**src/rtl/adc_frontend_pkg.sv**
```systemverilog
// Shared ADC front-end definitions: lane count default and the width helpers
// that every block in the capture path derives its buses from.
package adc_frontend_pkg;

    localparam int LANES_DEFAULT = 8;

    // Each lane delivers two bits per sample (DDR), so a word is twice the lane count.
    function automatic int word_width(input int lanes);
        return 2 * lanes;
    endfunction

    function automatic int level_width(input int depth);
        return $clog2(depth) + 1;
    endfunction

    function automatic int ptr_width(input int depth);
        return $clog2(depth) + 1;
    endfunction

endpackage

```
**src/rtl/sample_fifo_if.sv**
```systemverilog
// Handshake bundle between the word assembler / consumer and the sample FIFO.
interface sample_fifo_if
    import adc_frontend_pkg::*;
#(
    parameter int LANES = LANES_DEFAULT,
    parameter int DEPTH = 16
);
    localparam int W  = word_width(LANES);
    localparam int LW = level_width(DEPTH);

    logic          wr_valid;
    logic [W-1:0]  wr_data;
    logic          stall;
    logic          rd_valid;
    logic [W-1:0]  rd_data;
    logic          rd_ready;
    logic [LW-1:0] level;
    logic [LW-1:0] high_water;
    logic          overflow;
    logic          clr_stats;

    modport slave (
        input  wr_valid, wr_data, rd_ready, clr_stats,
        output stall, rd_valid, rd_data, level, high_water, overflow
    );

    modport master (
        output wr_valid, wr_data, rd_ready, clr_stats,
        input  stall, rd_valid, rd_data, level, high_water, overflow
    );

endinterface

```
**src/rtl/sample_fifo_mem.sv**
```systemverilog
// Sample storage: register array with one synchronous write port and one
// asynchronous read port so the head word falls through without a cycle of latency.
module sample_fifo_mem #(
    parameter int DEPTH = 16,
    parameter int W     = 16
) (
    input  logic                     clk,
    input  logic                     we,
    input  logic [$clog2(DEPTH)-1:0] waddr,
    input  logic [W-1:0]             wdata,
    input  logic [$clog2(DEPTH)-1:0] raddr,
    output logic [W-1:0]             rdata
);

    logic [W-1:0] mem_r [DEPTH];

    // Write port; contents are never reset because pointers alone define validity.
    always_ff @(posedge clk) begin
        if (we) begin
            mem_r[waddr] <= wdata;
        end
    end

    assign rdata = mem_r[raddr];

endmodule

```
**src/rtl/sample_fifo.sv**
```systemverilog
// First-word fall-through sample FIFO between the ADC word assembler and the
// consumer, with registered almost-full stall and occupancy statistics.
module sample_fifo
    import adc_frontend_pkg::*;
#(
    parameter int LANES        = LANES_DEFAULT,
    parameter int DEPTH        = 16,
    parameter int AFULL_MARGIN = 2
) (
    input  logic          dco_clk,
    input  logic          rst_n,
    sample_fifo_if.slave  bus
);

    localparam int W  = word_width(LANES);
    localparam int LW = level_width(DEPTH);
    localparam int PW = ptr_width(DEPTH);
    localparam int AW = PW - 1;
    localparam logic [LW-1:0] STALL_LEVEL = LW'(DEPTH - AFULL_MARGIN);

    logic [PW-1:0] wr_ptr_r;
    logic [PW-1:0] rd_ptr_r;
    logic [LW-1:0] level_r;
    logic [LW-1:0] high_water_r;
    logic          stall_r;
    logic          rd_valid_r;
    logic          overflow_r;

    logic          full_s;
    logic          wr_acc_s;
    logic          rd_acc_s;
    logic          ovf_event_s;
    logic [LW-1:0] level_next_s;
    logic [W-1:0]  rd_data_s;

    // Accept decisions use only registered state, so stall is honoured as seen upstream.
    always_comb begin
        full_s      = (wr_ptr_r[AW] != rd_ptr_r[AW]) &&
                      (wr_ptr_r[AW-1:0] == rd_ptr_r[AW-1:0]);
        wr_acc_s    = bus.wr_valid && !stall_r && !full_s;
        ovf_event_s = bus.wr_valid && !stall_r && full_s;
        rd_acc_s    = rd_valid_r && bus.rd_ready;
    end

    // Post-edge occupancy; a simultaneous read and write leaves it unchanged.
    always_comb begin
        level_next_s = level_r;
        case ({wr_acc_s, rd_acc_s})
            2'b10:   level_next_s = level_r + LW'(1);
            2'b01:   level_next_s = level_r - LW'(1);
            default: level_next_s = level_r;
        endcase
    end

    // Pointers, occupancy and the registered flags derived from it.
    always_ff @(posedge dco_clk or negedge rst_n) begin
        if (!rst_n) begin
            wr_ptr_r   <= PW'(0);
            rd_ptr_r   <= PW'(0);
            level_r    <= LW'(0);
            rd_valid_r <= 1'b0;
            stall_r    <= 1'b0;
        end else begin
            if (wr_acc_s) begin
                wr_ptr_r <= wr_ptr_r + PW'(1);
            end
            if (rd_acc_s) begin
                rd_ptr_r <= rd_ptr_r + PW'(1);
            end
            level_r    <= level_next_s;
            // rd_valid follows the post-edge level, so a word written into an empty FIFO shows up one cycle later.
            rd_valid_r <= (level_next_s != LW'(0));
            stall_r    <= (level_next_s >= STALL_LEVEL);
        end
    end

    // Statistics; a clear wins over a same-edge overflow event.
    always_ff @(posedge dco_clk or negedge rst_n) begin
        if (!rst_n) begin
            high_water_r <= LW'(0);
            overflow_r   <= 1'b0;
        end else if (bus.clr_stats) begin
            high_water_r <= level_next_s;
            overflow_r   <= 1'b0;
        end else begin
            if (level_next_s > high_water_r) begin
                high_water_r <= level_next_s;
            end
            if (ovf_event_s) begin
                overflow_r <= 1'b1;
            end
        end
    end

    sample_fifo_mem #(
        .DEPTH (DEPTH),
        .W     (W)
    ) u_mem (
        .clk   (dco_clk),
        .we    (wr_acc_s),
        .waddr (wr_ptr_r[AW-1:0]),
        .wdata (bus.wr_data),
        .raddr (rd_ptr_r[AW-1:0]),
        .rdata (rd_data_s)
    );

    assign bus.stall      = stall_r;
    assign bus.rd_valid   = rd_valid_r;
    assign bus.rd_data    = rd_data_s;
    assign bus.level      = level_r;
    assign bus.high_water = high_water_r;
    assign bus.overflow   = overflow_r;

endmodule

```
**src/flat_wrapper.sv**
```systemverilog
// flat-port wrapper written by rule: the top's interface ports become plain ports
module sample_fifo_flat import adc_frontend_pkg::*;
#(
    parameter int LANES        = LANES_DEFAULT,
    parameter int DEPTH        = 16,
    parameter int AFULL_MARGIN = 2
)
  (dco_clk, rst_n, bus_wr_valid, bus_wr_data, bus_rd_ready, bus_clr_stats, bus_stall, bus_rd_valid, bus_rd_data, bus_level, bus_high_water, bus_overflow);
  sample_fifo_if #(.LANES(LANES), .DEPTH(DEPTH)) bus_i ();
  input  logic dco_clk;
  input  logic rst_n;
  input wire logic [$bits(bus_i.wr_valid)-1:0] bus_wr_valid;
  input wire logic [$bits(bus_i.wr_data)-1:0] bus_wr_data;
  input wire logic [$bits(bus_i.rd_ready)-1:0] bus_rd_ready;
  input wire logic [$bits(bus_i.clr_stats)-1:0] bus_clr_stats;
  output wire logic [$bits(bus_i.stall)-1:0] bus_stall;
  output wire logic [$bits(bus_i.rd_valid)-1:0] bus_rd_valid;
  output wire logic [$bits(bus_i.rd_data)-1:0] bus_rd_data;
  output wire logic [$bits(bus_i.level)-1:0] bus_level;
  output wire logic [$bits(bus_i.high_water)-1:0] bus_high_water;
  output wire logic [$bits(bus_i.overflow)-1:0] bus_overflow;
  assign bus_i.wr_valid = bus_wr_valid;
  assign bus_i.wr_data = bus_wr_data;
  assign bus_i.rd_ready = bus_rd_ready;
  assign bus_i.clr_stats = bus_clr_stats;
  assign bus_stall = bus_i.stall;
  assign bus_rd_valid = bus_i.rd_valid;
  assign bus_rd_data = bus_i.rd_data;
  assign bus_level = bus_i.level;
  assign bus_high_water = bus_i.high_water;
  assign bus_overflow = bus_i.overflow;
  sample_fifo #(.LANES(LANES), .DEPTH(DEPTH), .AFULL_MARGIN(AFULL_MARGIN)) u_core (.dco_clk(dco_clk), .rst_n(rst_n), .bus(bus_i));
endmodule
```
**config.mk**
```make
export PLATFORM = sky130hd
export DESIGN_NAME = sample_fifo_flat
export DESIGN_NICKNAME = d
export VERILOG_FILES = /design/src/rtl/adc_frontend_pkg.sv /design/src/rtl/sample_fifo_if.sv /design/src/rtl/sample_fifo_mem.sv /design/src/rtl/sample_fifo.sv /design/src/flat_wrapper.sv
export SDC_FILE = /design/constraint.sdc
export NUM_CORES = 1
export LEC_CHECK = 0
export CORE_MARGIN = 4
export CORE_UTILIZATION = 47
export DETAILED_ROUTE_END_ITERATION = 10
export SYNTH_ARGS = -nofsm -noshare
export SYNTH_HDL_FRONTEND = slang
export SYNTH_SLANG_ARGS = --single-unit
```
**constraint.sdc**
```tcl
create_clock -name dco_clk -period 9.7 [get_ports dco_clk]
set_input_delay 1.94 -clock dco_clk [delete_from_list [all_inputs] [get_ports dco_clk]]
set_output_delay 1.94 -clock dco_clk [all_outputs]
set_load 0.02 [all_outputs]
```
; ---- Word level (Yosys, flattened, before mapping)
; Memory sizes are Yosys's and may differ from the RTL's.
; Cells that the tools add are included.
[totals]
n_memories = 1
input_bits = 21
ff_bits = 23
out_inout_bits = 29
mem_bits_rw = 256
wordCells = 35
[op_classes]
eq_ne = 4
n_addsub = 4
order_cmp = 2
reduce_logical = 10
n_mux = 7
[mem_list]
columns = memory, depth, width, rd, rd_ports_with_merged_regs, write_ports, line_no
row1 = u_core.u_mem.mem_r, 16, 16, 1, 0, 1, sample_fifo_mem.sv:15  ; logic [W-1:0] mem_r [DEPTH];
[ops]
columns = operator, n
row1 = $add A5 B1 Y5 const B, 3
row2 = $mux W5, 2
row3 = $pmux W5 S2, 1
row4 = $ge A5 B4 Y1 const B, 1
row5 = $gt A5 B5 Y1, 1
row6 = $logic_and A1 B1 Y1, 5
row7 = $reduce_bool A5 Y1, 1
row8 = $sub A5 B1 Y5 const B, 1
row9 = $eq A4 B4 Y1, 1
row10 = $mux W1, 4
row11 = $reduce_bool A2 Y1, 2
row12 = $eq A2 B1 Y1 const B, 1
row13 = $eq A2 B2 Y1 const B, 1
row14 = $logic_not A1 Y1, 2
row15 = $ne A1 B1 Y1, 1

; ---- Longest topological paths before layout
; Gate-level depths: netlist of the first run.
[logic_depth]
depth_word = 9
ltp_mapped = 20
ltp_nobuf = 17

; ---- Modules after synthesis
; A second synthesis of the first run with hierarchy kept.
[unflattened]
cells_unflattened = 528
area_unflattened_um2 = 10990.5
[by_module_without_submodules]
columns = module, n_inst, area_per_inst_um2, seq_area_each_um2, cells_per_inst
row1 = sample_fifo_mem, 1, 9723.1, 7687.4, 416
row2 = sample_fifo, 1, 1267.5, 575.6, 112

; ---- Worst setup path after synthesis of the first run
; Ideal clock, no wire load.
[synth_timing]
path_kind = input to register
start = input bus_wr_valid
end = register u_core.high_water_r[0], in the netlist u_core.bus.high_water[0]
n_path_buf = 2
setup_ns = 0.125
t_required_ns = 9.575
arrival_time_ns = 5.007
path_stages = 17
path_slack_ns = 4.568
path_cell_list = nor2b_1 -> o41a_1 -> buf_2 -> inv_2 -> ha_1 -> buf_2 -> xor2_1 -> ha_1 -> a21oi_1 -> nor4b_1 -> a21oi_1 -> xnor2_1 -> ha_1 -> mux2i_1 -> a21oi_1 -> nor2_1 -> mux2_2
[synth_between]
elab_chain_cells = 6
elab_cells_between_ends = 9
classes_between = order compare: 1 / eq/ne: 2 / mux: 3 / reduce/logical: 3
[synth_rtl]
columns = element, line_no
row1 = from (decl), flat_wrapper.sv:12  ; input wire logic [$bits(bus_i.wr_valid)-1:0] bus_wr_valid;
row2 = $logic_and A1 B1 Y1 * (2 in a row), sample_fifo.sv:40  ; wr_acc_s = bus.wr_valid && !stall_r && !full_s;
row3 = $eq A2 B1 Y1 or $eq A2 B2 Y1 (tied branches), sample_fifo.sv:48  ; case ({wr_acc_s, rd_acc_s})
row4 = $pmux W5 S2 *, sample_fifo.sv:48
row5 = net u_core.level_next_s[4], sample_fifo.sv:33  ; logic [LW-1:0] level_next_s;
row6 = $gt A5 B5 Y1 *, sample_fifo.sv:86  ; if (level_next_s > high_water_r) begin
row7 = $reduce_bool A2 Y1 (no line) *, -
row8 = to (signal assigned), sample_fifo.sv:83  ; high_water_r <= level_next_s;
row9 = to (signal assigned), sample_fifo.sv:87  ; high_water_r <= level_next_s;
row10 = to (decl), sample_fifo.sv:24  ; logic [LW-1:0] high_water_r;
; The timed path passes the listed nets; every way through them passes the cells marked *. The select of a mux whose other input is x is not followed.
; A chain may end at the register's enable or synchronous reset.

; ---- Worst setup path after layout of the first run
[layout_timing]
start = register u_core.rd_ptr_r[0]
end = output bus_rd_data[3]
[layout_between]
elab_chain_cells = 1
[layout_rtl]
columns = element, line_no
row1 = from (decl), sample_fifo.sv:22  ; logic [PW-1:0] rd_ptr_r;
row2 = from (signal assigned), sample_fifo.sv:68  ; rd_ptr_r <= rd_ptr_r + PW'(1);
row3 = $mem_v2 Z16 W16, -
row4 = to (decl), flat_wrapper.sv:18  ; output wire logic [$bits(bus_i.rd_data)-1:0] bus_rd_data;
; Every way passes these cells.

==> impl_metrics.py, run 1 <==
metrics = {
    "worst_setup_path": {
        "crit_type": "reg2out",
        "cp-end-kind": "output pin",
        "start_kind": "flip-flop",
        "critPathSlowestCell": "dfrtp_4",
        "crit_fanout": 39,
        "cpPeakStageDelay_ps": 830,
        "crit_required_ps": 7760,
        "path_cells": "buf_4, mux4_2, nor2b_1, a211oi_1, a21oi_1, clkdlybuf4s50_1",
        "critPathArrivalTime_ps": 3890,
    },
    "routing": {
        "drt_iter0_drc": 376,
        "top_layer": "met5",
        "ant_nets": 0,
        "vias_per_cell": 5.51,
        "wl_met1_mm": 9.72,
        "dr.pass1.iters": 4,
        "dr_wl_met2_mm": 11.3,
        "drc": 0,
        "wl_met3_mm": 1.38,
        "post_drt_wl_per_cell_um": 23.8,
        "drt-total-wl_mm": 22.8,
        "vias": 5276,
    },
    "clock_network": {
        "cts_root_buffer": "clkbuf_16",
        "holdBufCountCts": 0,
        "clk_pin_slew_worst_paths_ps": 60,
        "clkLatencyLatePin_ps": 530,
        "cts_setup_buffers": 0,
        "cts_tree": "yes",
        "htreeDepth": 1,
        "cts_buffer_depth": 3,
        "cts_buffers": 28,
        "postCtsResizedCells": 0,
        "clock-sinks": 279,
    },
    "floorplan": {
        "dieArea_um2": 26400,
        "dieWidth_um": 162,
        "design.core.area_um2": 23500,
        "die_y_um": 162,
        "start_util": 0.477,
        "rows": 56,
        "ios": 50,
    },
    "synth": {
        "synth_nets": 583,
        "yosys_warnings": 0,
        "synth_cell_type_count": 40,
        "yosys.area.top_type": "edfxtp_1",
        "synth_edf_count": 256,
        "synth_common_cells": "edfxtp_1 (256), mux4_2 (64), dfrtp_1 (23), a21oi_1 (22), nor2b_1 (20)",
        "synth.ff_latch_count": 279,
        "synth_cells": 549,
        "avgSynthCellArea_um2": 20.4,
        "yosys.cell_count.top_type": "edfxtp_1",
        "synthFlopType": "edfxtp_1",
        "async_reset_ff_frac": 0.0824,
        "synth_top_area_share": 0.687,
        "syn-cell-area_um2": 11200,
        "synth.area.top_cells": "edfxtp_1 (69%), mux4_2 (13%), dfrtp_1 (5.1%), mux2i_1 (1.5%), ha_1 (1.5%)",
        "yosysSeqAreaShare": 0.738,
    },
    "timing": {
        "setup_tns_ps": 0,
        "rsz0062_at_grt": "false",
        "layout_min_cycle_time_ps": 5830,
        "fin_worst_skew_ps": 10.3,
        "worst_slack_ps": 3870,
        "slew_headroom": 0.317,
        "hold_ws_ps": 505,
        "slew_viol_final": 0,
        "finalSetupViolCount": 0,
        "fmax_mhz": 171,
        "min_period_over_period": 0.601,
        "final-hold-violation-count": 0,
        "max_slew.worst_pin.slew_ps": 1020,
    },
    "power_and_ir_drop": {
        "p_total_mw": 3.89,
        "cellLeakagePower_nw": 4.26,
        "max-vdd-ir-drop_mv": 0.209,
        "power_density_nw_per_um2": 301,
    },
    "hold_path": {
        "hold_class": "reg2reg",
    },
    "global_routing": {
        "grt_overflow": 0,
        "grt_first_pass_wirelength_mm": 35.0,
        "antenna_found_initial": 2,
        "grtUsageTotal": 0.178,
        "grt_max_degree": 69,
        "grt_pass1_vias": 5675,
    },
    "place": {
        "dp_hpwl_mm": 12.5,
        "place_area_um2": 12100,
        "gp_congestion": 0.718,
        "port_buffers": 49,
        "dp_slack_ps": 3580,
    },
    "run_status": {
        "status": "completed",
    },
    "final_layout": {
        "fin_area_um2": 12900,
        "diodes": 0,
        "drive_gt1_frac": 0.225,
        "nNetsFinal": 652,
        "syn_to_final_growth_pct": 15.5,
    },
    "job": {
        "cap_violations": 0,
    },
}
-- cell type report --
class / instances / area [um^2]
Fill cell: 1840 / 10500
Sequential cell: 279 / 8270
Multi-Input combinational cell: 229 / 2740
Clock buffer: 35 / 748
Timing Repair Buffer: 69 / 641
Tap cell: 319 / 399
Clock inverter: 16 / 93.8
Inverter: 11 / 41.3
-- worst paths after layout --
kind | start | endpoint | slack, ps | cells after the start
max | u_core.rd_ptr_r[0]$_DFFE_PN0P_ | bus_rd_data[3] | 3870 | 6
max reg2reg | u_core.rd_ptr_r[1]$_DFFE_PN0P_ | u_core.bus.high_water[0]$_DFFE_PN0P_ | 4770 | 16
max in group asynchronous | rst_n | u_core.rd_ptr_r[0]$_DFFE_PN0P_ | 7660 | 2
min in group asynchronous | rst_n | u_core.bus.level[0]$_DFF_PN0_ | 1770 | 2
min | u_core.wr_ptr_r[4]$_DFFE_PN0P_ | u_core.wr_ptr_r[4]$_DFFE_PN0P_ | 510 | 1
min reg2reg | u_core.wr_ptr_r[4]$_DFFE_PN0P_ | u_core.wr_ptr_r[4]$_DFFE_PN0P_ | 510 | 1
-- sequential cells by signal, summed over array words and instances (netlist names) --
name / count
u_core.bus.high_water: 5
u_core.bus.rd_valid: 1
u_core.u_mem.mem_r: 256
u_core.rd_ptr_r: 5
u_core.bus.level: 5
u_core.bus.stall: 1
u_core.bus.overflow: 1
u_core.wr_ptr_r: 5
-- cell usage in the layout (no fill, tap or decap), types with 2 or more instances in the layout --
cell type	instances
edfxtp_1	256
mux4_2	64
clkdlybuf4s50_1	49
clkbuf_16	29
a21oi_1	22
nor2b_1	20
buf_4	20
dfrtp_1	20
mux2i_1	17
a211oi_1	15
ha_1	13
xnor2_1	11
inv_1	10
nand2_1	9
and3_1	9
clkinv_1	9
xor2_1	7
mux2_2	7
clkinv_2	6
clkbuf_1	6
nor2_1	5
nor3_2	4
nand3_1	3
nor2_2	3
nand4_1	3
a211oi_2	2
dfrtp_2	2
-- metrics by stage --
step	util	cells
5_1_grt	0.551	958
2_1_floorplan	-	549
4_1_cts	0.551	958
3_3_place_gp	0.515	907
3_5_place_dp	0.515	907
6_report	0.551	958
-- where the power goes --
group	leakage [nW]	switching, mW	internal (mW)
clock network	0.416	0.420	0.568
logic	1.27	0.682	0.654
registers	2.57	0.136	1.43
-- logic make-up after synthesis --
logic type,Yosys count,share of synthesized area
buffers and inverters,41,0.0197
AOI/OAI and AO/OA,48,0.0295
muxes,88,0.151
xor gates and xnor gates,19,0.0155
adders and majority gates,13,0.0145
DFF,279,0.738
and+or+nand+nor,61,0.0316
-- critical path: cells and delay by family (launching register included) --
| family | cells | cell delay, ps |
|---|---|---|
| AND/OR/NAND/NOR | 1 | 140 |
| multiplexers | 1 | 590 |
| buffers and inverters | 2 | 1360 |
| AO/OA/AOI/OAI | 2 | 410 |
| flip-flops | 1 | 830 |
-- metal layers --
layer / vias up / global-route usage
li1: 2368 / -
met1: 2742 / 0.258
met2: 130 / 0.292
met3: 32 / 0.0278
met4: 4 / 0.0354
met5: - / 0
Power figures use the tool's default switching activity.
==> inputs of run 2 (changes only) <==
- clock period: 9.7 -> 5.7 ns (I/O delays scaled with it)
==> run 2 against run 1 <==
Via count is 0.47% higher. Register-to-register slack got worse by 3500 ps. Worst hold slack worse by 14 ps. Final area down 0.22%. Critical endpoint is now bus_rd_data[6]. Combinational power up 75%. Utilization is 0.12 points lower. Routed wire length increased by 0.43%. Flip-flop and latch count unchanged. Clock skew fell by 2.9 ps. Critical path depth unchanged. Sequential power grew 68%.
==> impl_metrics.py, run 2 (synthesized netlist as in run 1, its figures left out) <==
metrics = {
    "final_layout": {
        "top_register": "u_core.u_mem.mem_r",
        "fin_area_um2": 12900,
        "diodes": 0,
        "largest_reg_flops": 256,
        "fill_cells": 1790,
        "layout_commonest_cell": "edfxtp_1",
        "drive_gt1_frac": 0.223,
        "nNetsFinal": 650,
        "layout_common_cells": "edfxtp_1 (256), mux4_2 (64), clkdlybuf4s50_1 (49), clkbuf_16 (29), a21oi_1 (22)",
        "stdcell_count": 955,
        "syn_to_final_growth_pct": 15.3,
    },
    "clock_network": {
        "postCtsResizedCells": 0,
        "cts_buffer_depth": 3,
        "cts_buffers": 28,
        "htreeDepth": 1,
        "cts_tree": "yes",
        "clk_pin_slew_worst_paths_ps": 60,
        "clkLatencyLatePin_ps": 520,
        "cts_root_buffer": "clkbuf_16",
        "clock-sinks": 279,
        "holdBufCountCts": 0,
        "cts_setup_buffers": 0,
    },
    "global_routing": {
        "grtUsageTotal": 0.180,
        "grt_pass1_vias": 5857,
        "antenna_found_initial": 0,
        "grt_max_degree": 68,
        "grt_overflow": 0,
        "grt_first_pass_wirelength_mm": 35.7,
    },
    "hold_path": {
        "hold_class": "reg2reg",
        "hp-start": "u_core.rd_ptr_r[4]$_DFFE_PN0P_",
        "worstHoldPathCells": 1,
        "whs_endpoint": "u_core.rd_ptr_r[4]$_DFFE_PN0P_",
    },
    "power_and_ir_drop": {
        "p_sw_mw": 2.14,
        "p_seq_frac": 0.397,
        "power.share.switching": 0.323,
        "max-vdd-ir-drop_mv": 0.425,
        "clockPowerShare": 0.248,
        "p_int_mw": 4.48,
        "combPwrFrac": 0.355,
        "cellLeakagePower_nw": 4.24,
        "power_density_nw_per_um2": 513,
    },
    "place": {
        "place_inst": 905,
        "port_buffers": 49,
        "place_area_um2": 12100,
        "dp_hpwl_mm": 12.8,
        "gp_congestion": 0.731,
    },
    "timing": {
        "finalSetupViolCount": 0,
        "layout_min_cycle_time_ps": 4600,
        "fin_worst_skew_ps": 7.43,
        "rsz0062_at_grt": "false",
        "slew_viol_final": 0,
        "max_slew.worst_pin.slew_ps": 1080,
        "setup_tns_ps": 0,
        "final-hold-violation-count": 0,
        "min_period_over_period": 0.807,
        "fmax_mhz": 217,
        "slew_headroom": 0.283,
    },
    "worst_setup_path": {
        "timing.rr.start": "u_core.rd_ptr_r[0]$_DFFE_PN0P_",
        "cp-end-kind": "output pin",
        "crit_type": "reg2out",
        "crit_required_ps": 4560,
        "critPathArrivalTime_ps": 3460,
        "r2r_end": "u_core.bus.high_water[4]$_DFFE_PN0P_",
        "reg2reg_depth": 15,
        "start_kind": "flip-flop",
        "crit_fanout": 41,
        "ff2ff_setup_slack_ps": 1250,
    },
    "job": {
        "cap_violations": 0,
    },
    "floorplan": {
        "ios": 50,
        "die_y_um": 162,
        "dieWidth_um": 162,
        "rows": 56,
        "dieArea_um2": 26400,
        "start_util": 0.477,
        "design.core.area_um2": 23500,
    },
    "run_status": {
        "status": "completed",
    },
    "routing": {
        "dr.pass1.iters": 5,
        "vias": 5301,
        "vias_per_cell": 5.55,
        "ant_nets": 0,
        "drt-total-wl_mm": 22.9,
        "drt_iter0_drc": 405,
        "drc": 0,
        "post_drt_wl_per_cell_um": 24.0,
    },
}
run 2: changes by cell type in the layout (fill, tap and decap cells not counted):
cell,delta
bufinv_16,-1
buf_4,-3
buf_12,+1
clkinvlp_4,+1
clkbuf_1,-1
run 2: metrics by stage:
step           utilization  hold slack [ps]  total power [mW]  setup slack (ps)
6_report             0.550              491              6.62              1100
5_1_grt              0.550              526              6.99               815
4_1_cts              0.550              498              6.71               981
3_5_place_dp         0.515              488              5.07               817
3_3_place_gp         0.515              485              5.00              1010
2_1_floorplan            -              464              4.29              1370
run 2: layer usage:
metal  GRT usage  vias up  share of wire
met5           0        -              0
met4      0.0377        0          0.012
met3      0.0276       25          0.055
met2       0.306      126           0.52
met1       0.249     2785           0.41
li1            -     2365              -
run 2: final cells by class:
| type | count | area [um^2] | share of cell area |
|---|---|---|---|
| inverter | 11 | 41.3 | 0.00320 |
| multi-input combinational | 229 | 2740 | 0.212 |
| clock buffer | 34 | 744 | 0.0577 |
| tap | 319 | 399 | 0.0309 |
| clock inverter | 16 | 71.3 | 0.00553 |
| timing repair buffer | 67 | 638 | 0.0495 |
| sequential | 279 | 8270 | 0.641 |
run 2: power by group through the flow:
stage	Sequential, mW	Combinational [mW]	Clock, mW
6_report	2.63	2.35	1.64
5_1_grt	2.66	2.56	1.77
4_1_cts	2.64	2.41	1.67
3_5_place_dp	2.68	2.39	0
3_3_place_gp	2.66	2.34	0
2_1_floorplan	2.60	1.69	0
run 2: worst max-delay path: stages (launching register included):
cell,delay (ps)
dfrtp_4,800
buf_12,400
mux4_2,540
nor2b_1,140
a211oi_1,320
a21oi_1,110
clkdlybuf4s50_1,590
run 2: worst max-delay path by stage:
stage | start | to | slack [ps] | depth (start not counted)
floorplan | bus_wr_valid | u_core.bus.high_water[0]$_DFFE_PN0P_ | 1370 | 17
global placement | bus_wr_valid | u_core.bus.high_water[4]$_DFFE_PN0P_ | 1010 | 16
detailed placement | bus_wr_valid | u_core.bus.high_water[4]$_DFFE_PN0P_ | 820 | 16
CTS | u_core.rd_ptr_r[0]$_DFFE_PN0P_ | bus_rd_data[6] | 980 | 6
global route | u_core.rd_ptr_r[0]$_DFFE_PN0P_ | u_core.bus.high_water[3]$_DFFE_PN0P_ | 820 | 15
finish | u_core.rd_ptr_r[0]$_DFFE_PN0P_ | bus_rd_data[6] | 1100 | 6
